File: config.mk
export PLATFORM = sky130hd
export DESIGN_NAME = pid_ctrl_param
export DESIGN_NICKNAME = d
export VERILOG_FILES = /design/src/rtl/pid_pkg.sv /design/src/rtl/pid_deriv_hist.sv /design/src/rtl/pid_ctrl_param.sv
export SDC_FILE = /design/constraint.sdc
export NUM_CORES = 1
export LEC_CHECK = 0
export ABC_AREA = 1
export CORE_UTILIZATION = 30
export CTS_BUF_LIST = sky130_fd_sc_hd__clkbuf_8
export CTS_CLUSTER_DIAMETER = 40
export DETAILED_ROUTE_END_ITERATION = 10
export GPL_TIMING_DRIVEN = 0
export PLACE_DENSITY = 0.53
export SLEW_MARGIN = 20
export SYNTH_ARGS = -nofsm -noshare
export SYNTH_HDL_FRONTEND = slang
export SYNTH_SLANG_ARGS = --single-unit
File: constraint.sdc
create_clock -name clk -period 7.5 [get_ports clk]
set_clock_uncertainty 0.15 [all_clocks]
set_input_delay 2.25 -clock clk [delete_from_list [all_inputs] [get_ports clk]]
set_output_delay 2.25 -clock clk [all_outputs]
set_load 0.02 [all_outputs]
File: src/rtl/pid_pkg.sv
// Shared types and constants for the PID drive controller.
// PID_FAST_SIM_EN shortens the decimation tick from 2^20 to 2^14 clocks.
package pid_pkg;

  typedef enum logic [1:0] {
    S_IDLE   = 2'd0,
    S_WARMUP = 2'd1,
    S_RUN    = 2'd2
  } pid_state_e;

  localparam int        DIFF_W   = 9;
  localparam int signed DIFF_MAX = 255;
  localparam int signed DIFF_MIN = -256;

  localparam int DEC_W = 20;

`ifdef PID_FAST_SIM_EN
  localparam int TICK_BITS = 14;
`else
  localparam int TICK_BITS = DEC_W;
`endif

endpackage

File: src/rtl/pid_deriv_hist.sv
// Derivative path: error history shift register, difference against the oldest
// entry, saturation to 9 signed bits and a KD_SHIFT gain.
module pid_deriv_hist
  import pid_pkg::*;
#(
  parameter int ERR_W    = 13,
  parameter int D_DEPTH  = 3,
  parameter int KD_SHIFT = 1
) (
  input  logic                             clk,
  input  logic                             rst_n,
  input  logic                             clr_i,
  input  logic                             shift_i,
  input  logic signed [ERR_W-1:0]          err_i,
  output logic signed [DIFF_W+KD_SHIFT-1:0] d_o
);

  localparam int D_W = DIFF_W + KD_SHIFT;

  logic signed [ERR_W-1:0]  hist_q [D_DEPTH];
  logic signed [ERR_W:0]    diff;
  logic signed [DIFF_W-1:0] diff_sat;
  logic signed [D_W-1:0]    d_q;

  always_comb begin
    diff = (ERR_W+1)'(err_i) - (ERR_W+1)'(hist_q[D_DEPTH-1]);
    if (diff > DIFF_MAX) begin
      diff_sat = DIFF_W'(DIFF_MAX);
    end else if (diff < DIFF_MIN) begin
      diff_sat = DIFF_W'(DIFF_MIN);
    end else begin
      diff_sat = diff[DIFF_W-1:0];
    end
  end

  // NOTE: the history is an explicitly reset register array, not a RAM, because
  // it must read back as zero after reset and after every idle cycle.
  always_ff @(posedge clk or negedge rst_n) begin
    if (!rst_n) begin
      for (int k = 0; k < D_DEPTH; k++) hist_q[k] <= '0;
      d_q <= '0;
    end else if (clr_i) begin
      for (int k = 0; k < D_DEPTH; k++) hist_q[k] <= '0;
      d_q <= '0;
    end else if (shift_i) begin
      hist_q[0] <= err_i;
      for (int k = 1; k < D_DEPTH; k++) hist_q[k] <= hist_q[k-1];
      d_q <= D_W'(diff_sat) <<< KD_SHIFT;
    end
  end

  assign d_o = d_q;

endmodule

File: src/rtl/pid_ctrl_param.sv
// PID drive controller: decimated integrator/derivative, idle clear, warm-up gating,
// clamped drive output. Tick period set by PID_FAST_SIM_EN (via pid_pkg) or TICK_W.
module pid_ctrl_param
  import pid_pkg::*;
#(
  parameter int ERR_W    = 13,
  parameter int OUT_W    = 12,
  parameter int INT_W    = 18,
  parameter int D_DEPTH  = 3,
  parameter int KD_SHIFT = 1,
  parameter int TICK_W   = TICK_BITS
) (
  input  logic                    clk,
  input  logic                    rst_n,
  input  logic signed [ERR_W-1:0] error,
  input  logic                    err_vld,
  input  logic                    not_pedaling,
  output logic        [OUT_W-1:0] drv_mag,
  output logic                    drv_vld,
  output logic                    sat_hi
);

  localparam int               SUM_W     = OUT_W + 2;
  localparam int               D_W       = DIFF_W + KD_SHIFT;
  localparam logic [DEC_W-1:0] TICK_MASK = {DEC_W{1'b1}} >> (DEC_W - TICK_W);
  localparam logic [INT_W-1:0] INT_MAX   = {1'b0, {(INT_W-1){1'b1}}};

  logic [DEC_W-1:0] dec_q;
  logic             tick;

  // NOTE: all sequential state uses non-blocking assignments so every flop
  // samples pre-edge values regardless of process ordering.
  always_ff @(posedge clk or negedge rst_n) begin
    if (!rst_n) dec_q <= '0;
    else        dec_q <= dec_q + 1'b1;
  end

  // Bits above the tick window are forced high so only the low TICK_W bits matter.
  assign tick = &(dec_q | ~TICK_MASK);

  pid_state_e state_q, state_d;
  logic [2:0] warm_q, warm_d;

  // NOTE: every output of this block gets a default first, so no path infers a latch.
  always_comb begin
    state_d = state_q;
    warm_d  = warm_q;
    if (not_pedaling) begin
      state_d = S_IDLE;
      warm_d  = '0;
    end else begin
      case (state_q)
        S_IDLE: begin
          state_d = S_WARMUP;
          warm_d  = '0;
        end
        S_WARMUP: begin
          if (tick) begin
            if (warm_q == 3'(D_DEPTH - 1)) state_d = S_RUN;
            else                           warm_d  = warm_q + 1'b1;
          end
        end
        S_RUN:   state_d = S_RUN;
        default: state_d = S_IDLE;
      endcase
    end
  end

  logic clr, upd;
  assign clr = not_pedaling || (state_q == S_IDLE);
  assign upd = tick && err_vld && !clr;

  logic        [INT_W-1:0] integ_q, integ_d;
  logic signed [INT_W:0]   integ_sum;

  always_comb begin
    integ_sum = $signed({1'b0, integ_q}) + (INT_W+1)'(error);
    integ_d   = integ_q;
    if (clr) begin
      integ_d = '0;
    end else if (upd) begin
      if (integ_sum[INT_W])        integ_d = '0;
      else if (integ_sum[INT_W-1]) integ_d = INT_MAX;
      else                         integ_d = integ_sum[INT_W-1:0];
    end
  end

  always_ff @(posedge clk or negedge rst_n) begin
    if (!rst_n) begin
      state_q <= S_IDLE;
      warm_q  <= '0;
      integ_q <= '0;
    end else begin
      state_q <= state_d;
      warm_q  <= warm_d;
      integ_q <= integ_d;
    end
  end

  logic signed [D_W-1:0] d_term;

  pid_deriv_hist #(
    .ERR_W   (ERR_W),
    .D_DEPTH (D_DEPTH),
    .KD_SHIFT(KD_SHIFT)
  ) u_deriv (
    .clk    (clk),
    .rst_n  (rst_n),
    .clr_i  (clr),
    .shift_i(upd),
    .err_i  (error),
    .d_o    (d_term)
  );

  // Stage 1 holds the sampled error; d_term is enabled only if the sample was taken in RUN.
  logic signed [ERR_W-1:0] s1_err_q;
  logic                    s1_vld_q, s1_run_q;
  logic signed [SUM_W-1:0] sum_d, s2_sum_q;
  logic                    s2_vld_q;
  logic        [OUT_W-1:0] i_term;
  logic        [OUT_W-1:0] drv_d, drv_q;
  logic                    sat_d, sat_q, vld_q;

  assign i_term = integ_q[INT_W-2 -: OUT_W];

  always_comb begin
    sum_d = SUM_W'(s1_err_q) + $signed(SUM_W'(i_term))
          + (s1_run_q ? SUM_W'(d_term) : SUM_W'(0));
  end

  always_comb begin
    drv_d = drv_q;
    sat_d = sat_q;
    if (s2_vld_q) begin
      if (s2_sum_q[SUM_W-1]) begin
        drv_d = '0;
        sat_d = 1'b0;
      end else if (s2_sum_q[OUT_W]) begin
        drv_d = '1;
        sat_d = 1'b1;
      end else begin
        drv_d = s2_sum_q[OUT_W-1:0];
        sat_d = 1'b0;
      end
    end
  end

  always_ff @(posedge clk or negedge rst_n) begin
    if (!rst_n) begin
      s1_err_q <= '0;
      s1_vld_q <= 1'b0;
      s1_run_q <= 1'b0;
      s2_sum_q <= '0;
      s2_vld_q <= 1'b0;
      drv_q    <= '0;
      sat_q    <= 1'b0;
      vld_q    <= 1'b0;
    end else begin
      s1_vld_q <= err_vld;
      if (err_vld) begin
        s1_err_q <= error;
        s1_run_q <= (state_q == S_RUN);
      end
      s2_vld_q <= s1_vld_q;
      if (s1_vld_q) s2_sum_q <= sum_d;
      drv_q <= drv_d;
      sat_q <= sat_d;
      vld_q <= s2_vld_q;
    end
  end

  assign drv_mag = drv_q;
  assign drv_vld = vld_q;
  assign sat_hi  = sat_q;

endmodule

==> reports/metrics.yaml, run 1 <==
pin_count: 31
hpwl_um: 14500
synth_edf_count: 0
ys_ff_latch: 134
worst_slack_ps: 2580
crit_end: "integ_q[11]"
run_status: "complete, but fails checks"
hold_path.class: "flip-flop to flip-flop"
die_h_um: 166
grtUsageTotal_pct: 14.8
postCtsSetupBuffers: 0
syn_to_final_growth_pct: 14.1
ys_warn_count: 0
syn_nets: 1074
post-route-min-period_ps: 4920
grt.overflow.total: 0
ctsHoldBuffers: 0
drv_cap: 0
seq_power_share_pct: 45.1
r2r_start: "s1_run_q"
synth_flop_cell: "dfrtp_1"
min_period_over_period_pct: 65.6
coreArea_um2: 26300
antenna_found_initial: 0
grt_pass1_vias: 6409
drcViolationCount: 2
cts_tree: "built"
cts_buffers: 17
via_count: 6434
most-common-layout-cells: "nand2_1 (250), inv_1 (152), dfrtp_1 (134)"
crit_start: "error[12]"
finalSetupViolations: 0
nets: 1124
fp.dieW_um: 166
start_util_pct: 30.9
violations: "DRC"
cts_sinks: 134
crit_type: "primary input to flip-flop"
detail_route.iter0.violations: 380
drt_first_pass_iters: 8
worst_slew_pin_slew_ps: 675
yosysSeqAreaShare_pct: 41.3
p_leak_nw: 4.67
cts_max_level: 4
synth_area_um2: 8110
avgSynthCellArea_um2: 8.19
io_buffers: 30
grt_pass1_wl_um: 32300
path_clk_slew_ps: 70
grt_max_degree: 95
hold_viol: 0
final_common_cell: "nand2_1"
synth_async_sr_flop_share_pct: 100
syn_inst: 991
r2r_slack_ps: 4350
n_antenna_cell: 0
vias_per_cell: 4.64
worst_ep_arrival_time_ps: 5150
clockBufferDepth: 2
rsz0062_at_grt: "false"
r2r_cells: 15
avgRoutedWirePerCell_um: 13.9
ant_nets: 0
end_kind: "flip-flop"
finalWeightedCongestion: 0.860
path_max_fanout: 11
switching_share_pct: 31.8
row_count: 59
vdd_drop_max_mv: 0.0820
whs_ps: 318
relSlewSlack_pct: 54.9
r2r_end: "s2_sum_q[11]"
die-area_um2: 27700
max_freq_mhz: 203
drt-total-wl_um: 19300
clockRootBuffer: "clkbuf_8"
crit_path_start_kind: "primary input"
n_fill_cell: 2788
clkPwrFrac_pct: 34.5
drive_gt1_share_pct: 7.31
fin_setup_tns_ps: 0
power_frac_comb_pct: 20.4
synth.distinct_cells: 42
power_density_nw_per_um2: 190
post-place-ws_ps: 2120
required_ps: 7730
p_sw_mw: 0.560
power.internal_mw: 1.20
cts.repair.resized: 0
clk-insertion-delay-late_ps: 460
slew_viol_final: 0
## cell usage after synthesis (2+ instances only)
master / instances / area [um2]
a21o_1: 5 / 37.5
nand3_4: 2 / 35.0
or2_2: 3 / 18.8
o21ai_1: 2 / 10.0
inv_2: 2 / 7.51
dfrtp_1: 134 / 3350
nand2_1: 250 / 938
xor2_1: 24 / 210
fa_1: 14 / 280
xnor2_1: 14 / 123
nand3_1: 66 / 330
nand2_4: 2 / 22.5
o21bai_1: 4 / 30.0
mux2_2: 11 / 124
nand4_1: 18 / 113
o21ai_0: 39 / 195
clkbuf_1: 12 / 45.0
a21oi_1: 39 / 195
nand2_2: 10 / 62.6
o22ai_1: 41 / 257
a31oi_1: 3 / 18.8
nor2_8: 2 / 40.0
inv_1: 151 / 567
nor3_1: 11 / 55.1
buf_2: 5 / 25.0
nor2_1: 54 / 203
nor2_4: 3 / 33.8
buf_1: 3 / 11.3
nand3b_1: 3 / 22.5
ha_1: 52 / 651
## flip-flops by register name, indices dropped and copies added, names as in the netlist
register        count
u_deriv.d_o         9
drv_mag            12
drv_vld             1
s1_vld_q            1
dec_q              20
sat_hi              1
s2_sum_q           14
s1_run_q            1
warm_q              3
integ_q            17
s1_err_q           13
u_deriv.hist_q     39
state_q             2
s2_vld_q            1
## per-stage QoR
| stage | cells | instance area (um2) | utilization (%) | power, mW |
|---|---|---|---|---|
| after global placement | 1356 | 8830 | 33.6 | 1.17 |
| after detailed placement | 1357 | 8870 | 33.7 | 1.17 |
| after global routing | 1388 | 9260 | 35.2 | 1.87 |
| after CTS | 1388 | 9260 | 35.2 | 1.78 |
| final | 1388 | 9260 | 35.2 | 1.76 |
| after floorplan | 991 | 8110 | - | 1.03 |
## layer usage
layer  track usage, %  share of wire [%]  vias up
met2             23.7                 45       78
met5                0                  0        -
met1             20.4                 51     3026
met3             2.69                2.8       16
met4             3.78                1.2        0
li1                 -                  -     3314
## critical path, cell delays in order
cell	delay, ps
clkdlybuf4s50_1	770
ha_1	560
a21oi_1	200
o21ai_0	160
a211oi_1	420
nand3_1	130
nand2_1	100
inv_2	60
nor2_8	210
buf_12	180
nand2_2	50
nand2_1	50
## power by group through the flow
| stage | clock network, mW | logic, mW | registers [mW] |
|---|---|---|---|
| final | 0.607 | 0.359 | 0.794 |
| after global routing | 0.656 | 0.410 | 0.801 |
| after CTS | 0.625 | 0.365 | 0.795 |
| after detailed placement | 0 | 0.364 | 0.809 |
| after global placement | 0 | 0.358 | 0.808 |
| after floorplan | 0 | 0.210 | 0.822 |
## layout make-up
class                   count  area (um2)  area share [%]
flip-flops and latches    134        3350            36.2
multi-input cells         681        4070            44.0
plain buffers              21         101            1.09
clock buffers              19         262            2.83
clock inverters            12         129            1.39
repair buffers             31         333            3.60
well taps                 335         419            4.53
inverters                 155         587            6.34
## cells by family (layout without fill, tap and decap cells)
group                    count (synthesis)  count (layout)  share of synthesized area [%]
AND/OR/NAND/NOR                        428             428                           23.5
adder cells (fa/ha/maj)                 66              66                           11.5
multiplexers                            11              11                           1.53
buffers and inverters                  176             238                           8.48
AO/OA/AOI/OAI                          138             138                           9.64
XOR/XNOR                                38              38                           4.10
flip-flops                             134             134                           41.3
## worst min-delay path by stage
stage,to,depth (start not counted),from,slack [ps]
finish,dec_q[0],1,dec_q[0],320
global route,s2_sum_q[1],2,s2_sum_q[1],350
CTS,dec_q[0],1,dec_q[0],320
detailed placement,dec_q[0],1,dec_q[0],310
global placement,dec_q[0],1,dec_q[0],290
floorplan,dec_q[0],1,dec_q[0],270
(Power assumes the default switching activity.)
==> inputs of run 2 (changes only) <==
--- a/config.mk
+++ b/config.mk
@@ -11,7 +11,7 @@
 export CTS_CLUSTER_DIAMETER = 40
 export DETAILED_ROUTE_END_ITERATION = 10
 export GPL_TIMING_DRIVEN = 0
-export PLACE_DENSITY = 0.53
+export PLACE_DENSITY = 0.55
 export SLEW_MARGIN = 20
 export SYNTH_ARGS = -nofsm -noshare
 export SYNTH_HDL_FRONTEND = slang
==> constraint.sdc (replaced) <==
create_clock -name clk -period 4.4 [get_ports clk]
set_clock_uncertainty 0.15 [all_clocks]
set_input_delay 1.32 -clock clk [delete_from_list [all_inputs] [get_ports clk]]
set_output_delay 1.32 -clock clk [all_outputs]
set_load 0.02 [all_outputs]
==> run 2 against run 1 <==
Effect of this change:
- the flow still finishes with violations (DRC)
- register-to-register slack worse by 3100 ps
- sequential cell count unchanged
- sequential share of layout area about the same
- setup slack worse by 2200 ps
- clock-buffer cell count down 1
- largest cell class unchanged
- combinational power up 70%
- sequential power up 70%
- highest routed layer unchanged
- clock power up 73%
- hold slack worse by 9.8 ps
- critical path depth unchanged
- global-route usage down 0.30 points
- critical path type unchanged
- core utilization about the same
==> reports/metrics.yaml, run 2 (synthesized netlist as in run 1, its figures left out) <==
n_antenna_cell: 0  # unchanged
holdPathEnd: "dec_q[0]"  # unchanged
most-common-layout-cells: "nand2_1 (250), inv_1 (152), dfrtp_1 (134)"  # unchanged
r2r_start: "s1_run_q"  # unchanged
detail_route.iter0.violations: 347  # was 380
min_period_over_period_pct: 91.0
worst_ep_arrival_time_ps: 4240  # was 5150 ps
vdd_drop_max_mv: 0.135  # was 0.0820 mV
hold_path.class: "flip-flop to flip-flop"  # unchanged
crit_path_top_delay_cell: "clkdlybuf4s50_1"  # unchanged
path_max_fanout: 11  # unchanged
p_leak_nw: 4.67  # about the same
violations: "DRC"  # unchanged
clk-insertion-delay-late_ps: 440  # was 460 ps
drt_first_pass_iters: 8  # unchanged
die_h_um: 166  # unchanged
max_freq_mhz: 250
cts.repair.resized: 0  # unchanged
cts_tree: "built"  # unchanged
r2r_cells: 15  # unchanged
coreArea_um2: 26300  # unchanged
crit_path_frequent_cell: "nand2_1"  # unchanged
whs_ps: 309  # was 318 ps
r2r_slack_ps: 1300  # was 4350 ps
cts_sinks: 134  # unchanged
crit_type: "primary input to flip-flop"  # unchanged
pin_count: 31  # unchanged
required_ps: 4630  # was 7730 ps
min_delay_path_depth: 1  # unchanged
regMostFlops: "u_deriv.hist_q"  # unchanged
fin_total_pwr_mw: 3.01  # was 1.76 mW
run_status: "complete, but fails checks"  # unchanged
via_count: 6357  # was 6,434
drt-total-wl_um: 18900  # was 19,300 um
finalWeightedCongestion: 0.885  # was 0.860
start_util_pct: 30.9  # unchanged
ctsHoldBuffers: 0  # unchanged
slew_viol_final: 0  # unchanged
drive_gt1_share_pct: 7.40  # was 7.31%
fp.dieW_um: 166  # unchanged
seq_area_um2: 3350  # unchanged
critPathMaxStageDelay_ps: 760  # was 770 ps
grt_max_degree: 69  # was 95
worst_slew_pin_slew_ps: 652  # was 675 ps
avgRoutedWirePerCell_um: 13.6  # was 13.9 um
n_fill_cell: 2776  # was 2,788
ant_nets: 0  # unchanged
rsz0062_at_grt: "false"  # unchanged
io_buffers: 30  # unchanged
finalSetupViolations: 0  # unchanged
largest_register_ff_count: 39  # unchanged
path_clk_slew_ps: 80  # was 70 ps
cts_max_level: 4  # unchanged
crit_chain: "clkdlybuf4s50_1 -> ha_1 -> a21oi_1 -> o21ai_0 -> a211oi_1 -> nand3_1 -> nand2_1 -> inv_2 -> nor2_8 -> buf_12 -> nand2_2 -> nand2_1"  # unchanged
fin_cells: 1389  # was 1,388
clockRootBuffer: "clkbuf_8"  # unchanged
multi_input_area_um2: 4070  # unchanged
grtUsageTotal_pct: 14.5  # was 14.8%
fin_util_pct: 35.3  # was 35.2%
power_density_nw_per_um2: 325  # was 190 nW/um2
crit_path_start_kind: "primary input"  # unchanged
grt.overflow.total: 0  # unchanged
cts_buffers: 17  # unchanged
place_inst: 1357  # unchanged
worstHoldStart: "dec_q[0]"  # unchanged
postCtsSetupBuffers: 0  # unchanged
post-route-min-period_ps: 4000
clockBufferDepth: 2  # unchanged
placed_area_um2: 8870  # unchanged
syn_to_final_growth_pct: 14.2  # was 14.1%
top_regs: "u_deriv.hist_q: 39 flops, dec_q: 20 flops, integ_q: 17 flops"  # unchanged
grt_pass1_wl_um: 31800  # was 32,300 um
row_count: 59  # unchanged
drcViolationCount: 2  # unchanged
drv_cap: 0  # unchanged
hpwl_um: 14500  # about the same
hold_viol: 0  # unchanged
nets: 1124  # unchanged
die-area_um2: 27700  # unchanged
antenna_found_initial: 0  # unchanged
final_area_um2: 9260  # about the same
end_kind: "flip-flop"  # unchanged
r2r_end: "s2_sum_q[11]"  # unchanged
final_common_cell: "nand2_1"  # unchanged
grt_pass1_vias: 6327  # was 6,409
vias_per_cell: 4.58  # was 4.64
relSlewSlack_pct: 56.4  # was 54.9%
[run 2: cell count changes in the layout (fill, tap and decap cells not counted)]
cell / change
inv_6: +3
clkinv_2: -1
clkbuf_8: -1
[run 2: worst max-delay path, delay by kind of cell]
family / cells / cell delay (ps)
AOI/OAI and AO/OA: 3 / 820
adders and majority gates: 1 / 540
buffers and inverters: 3 / 1000
and+or+nand+nor: 5 / 540
[run 2: layout make-up]
class                      instances  share of cell area [%]
inverter                         155                    6.33
buffer                            21                    1.09
multi-input combinational        681                    44.0
clock buffer                      18                    2.67
tap                              335                    4.52
sequential                       134                    36.2
timing repair buffer              31                    3.59
clock inverter                    14                    1.62
[run 2: metrics by stage]
step	setup TNS [ps]	setup slack, ps
floorplan	0	1220
global placement	-493260	-3700
detailed placement	-248	-31.7
CTS	0	457
global route	0	245
finish	0	397
[run 2: worst max-delay path by stage]
stage,from,end,slack (ps),cells after the start
after CTS,error[12],integ_q[13],460,12
after global placement,rst_n,drv_mag[7],-3700,1
final,error[12],integ_q[13],400,12
after global routing,error[12],integ_q[4],250,12
after detailed placement,error[12],integ_q[13],-30,12
after floorplan,error[0],u_deriv.d_o[3],1220,13
[run 2: power by group]
part | switching (mW) | internal, mW
clock | 0.526 | 0.524
sequential | 0.0453 | 1.31
combinational | 0.401 | 0.209
total | 0.972 | 2.04
[run 2: routing by layer]
| layer | share of wire, % | up-vias | track usage [%] |
|---|---|---|---|
| met5 | 0 | - | 0 |
| met4 | 1.2 | 0 | 4.23 |
| met3 | 2.7 | 16 | 2.54 |
| met2 | 45 | 89 | 23.1 |
| met1 | 51 | 2947 | 20.0 |
| li1 | - | 3305 | - |
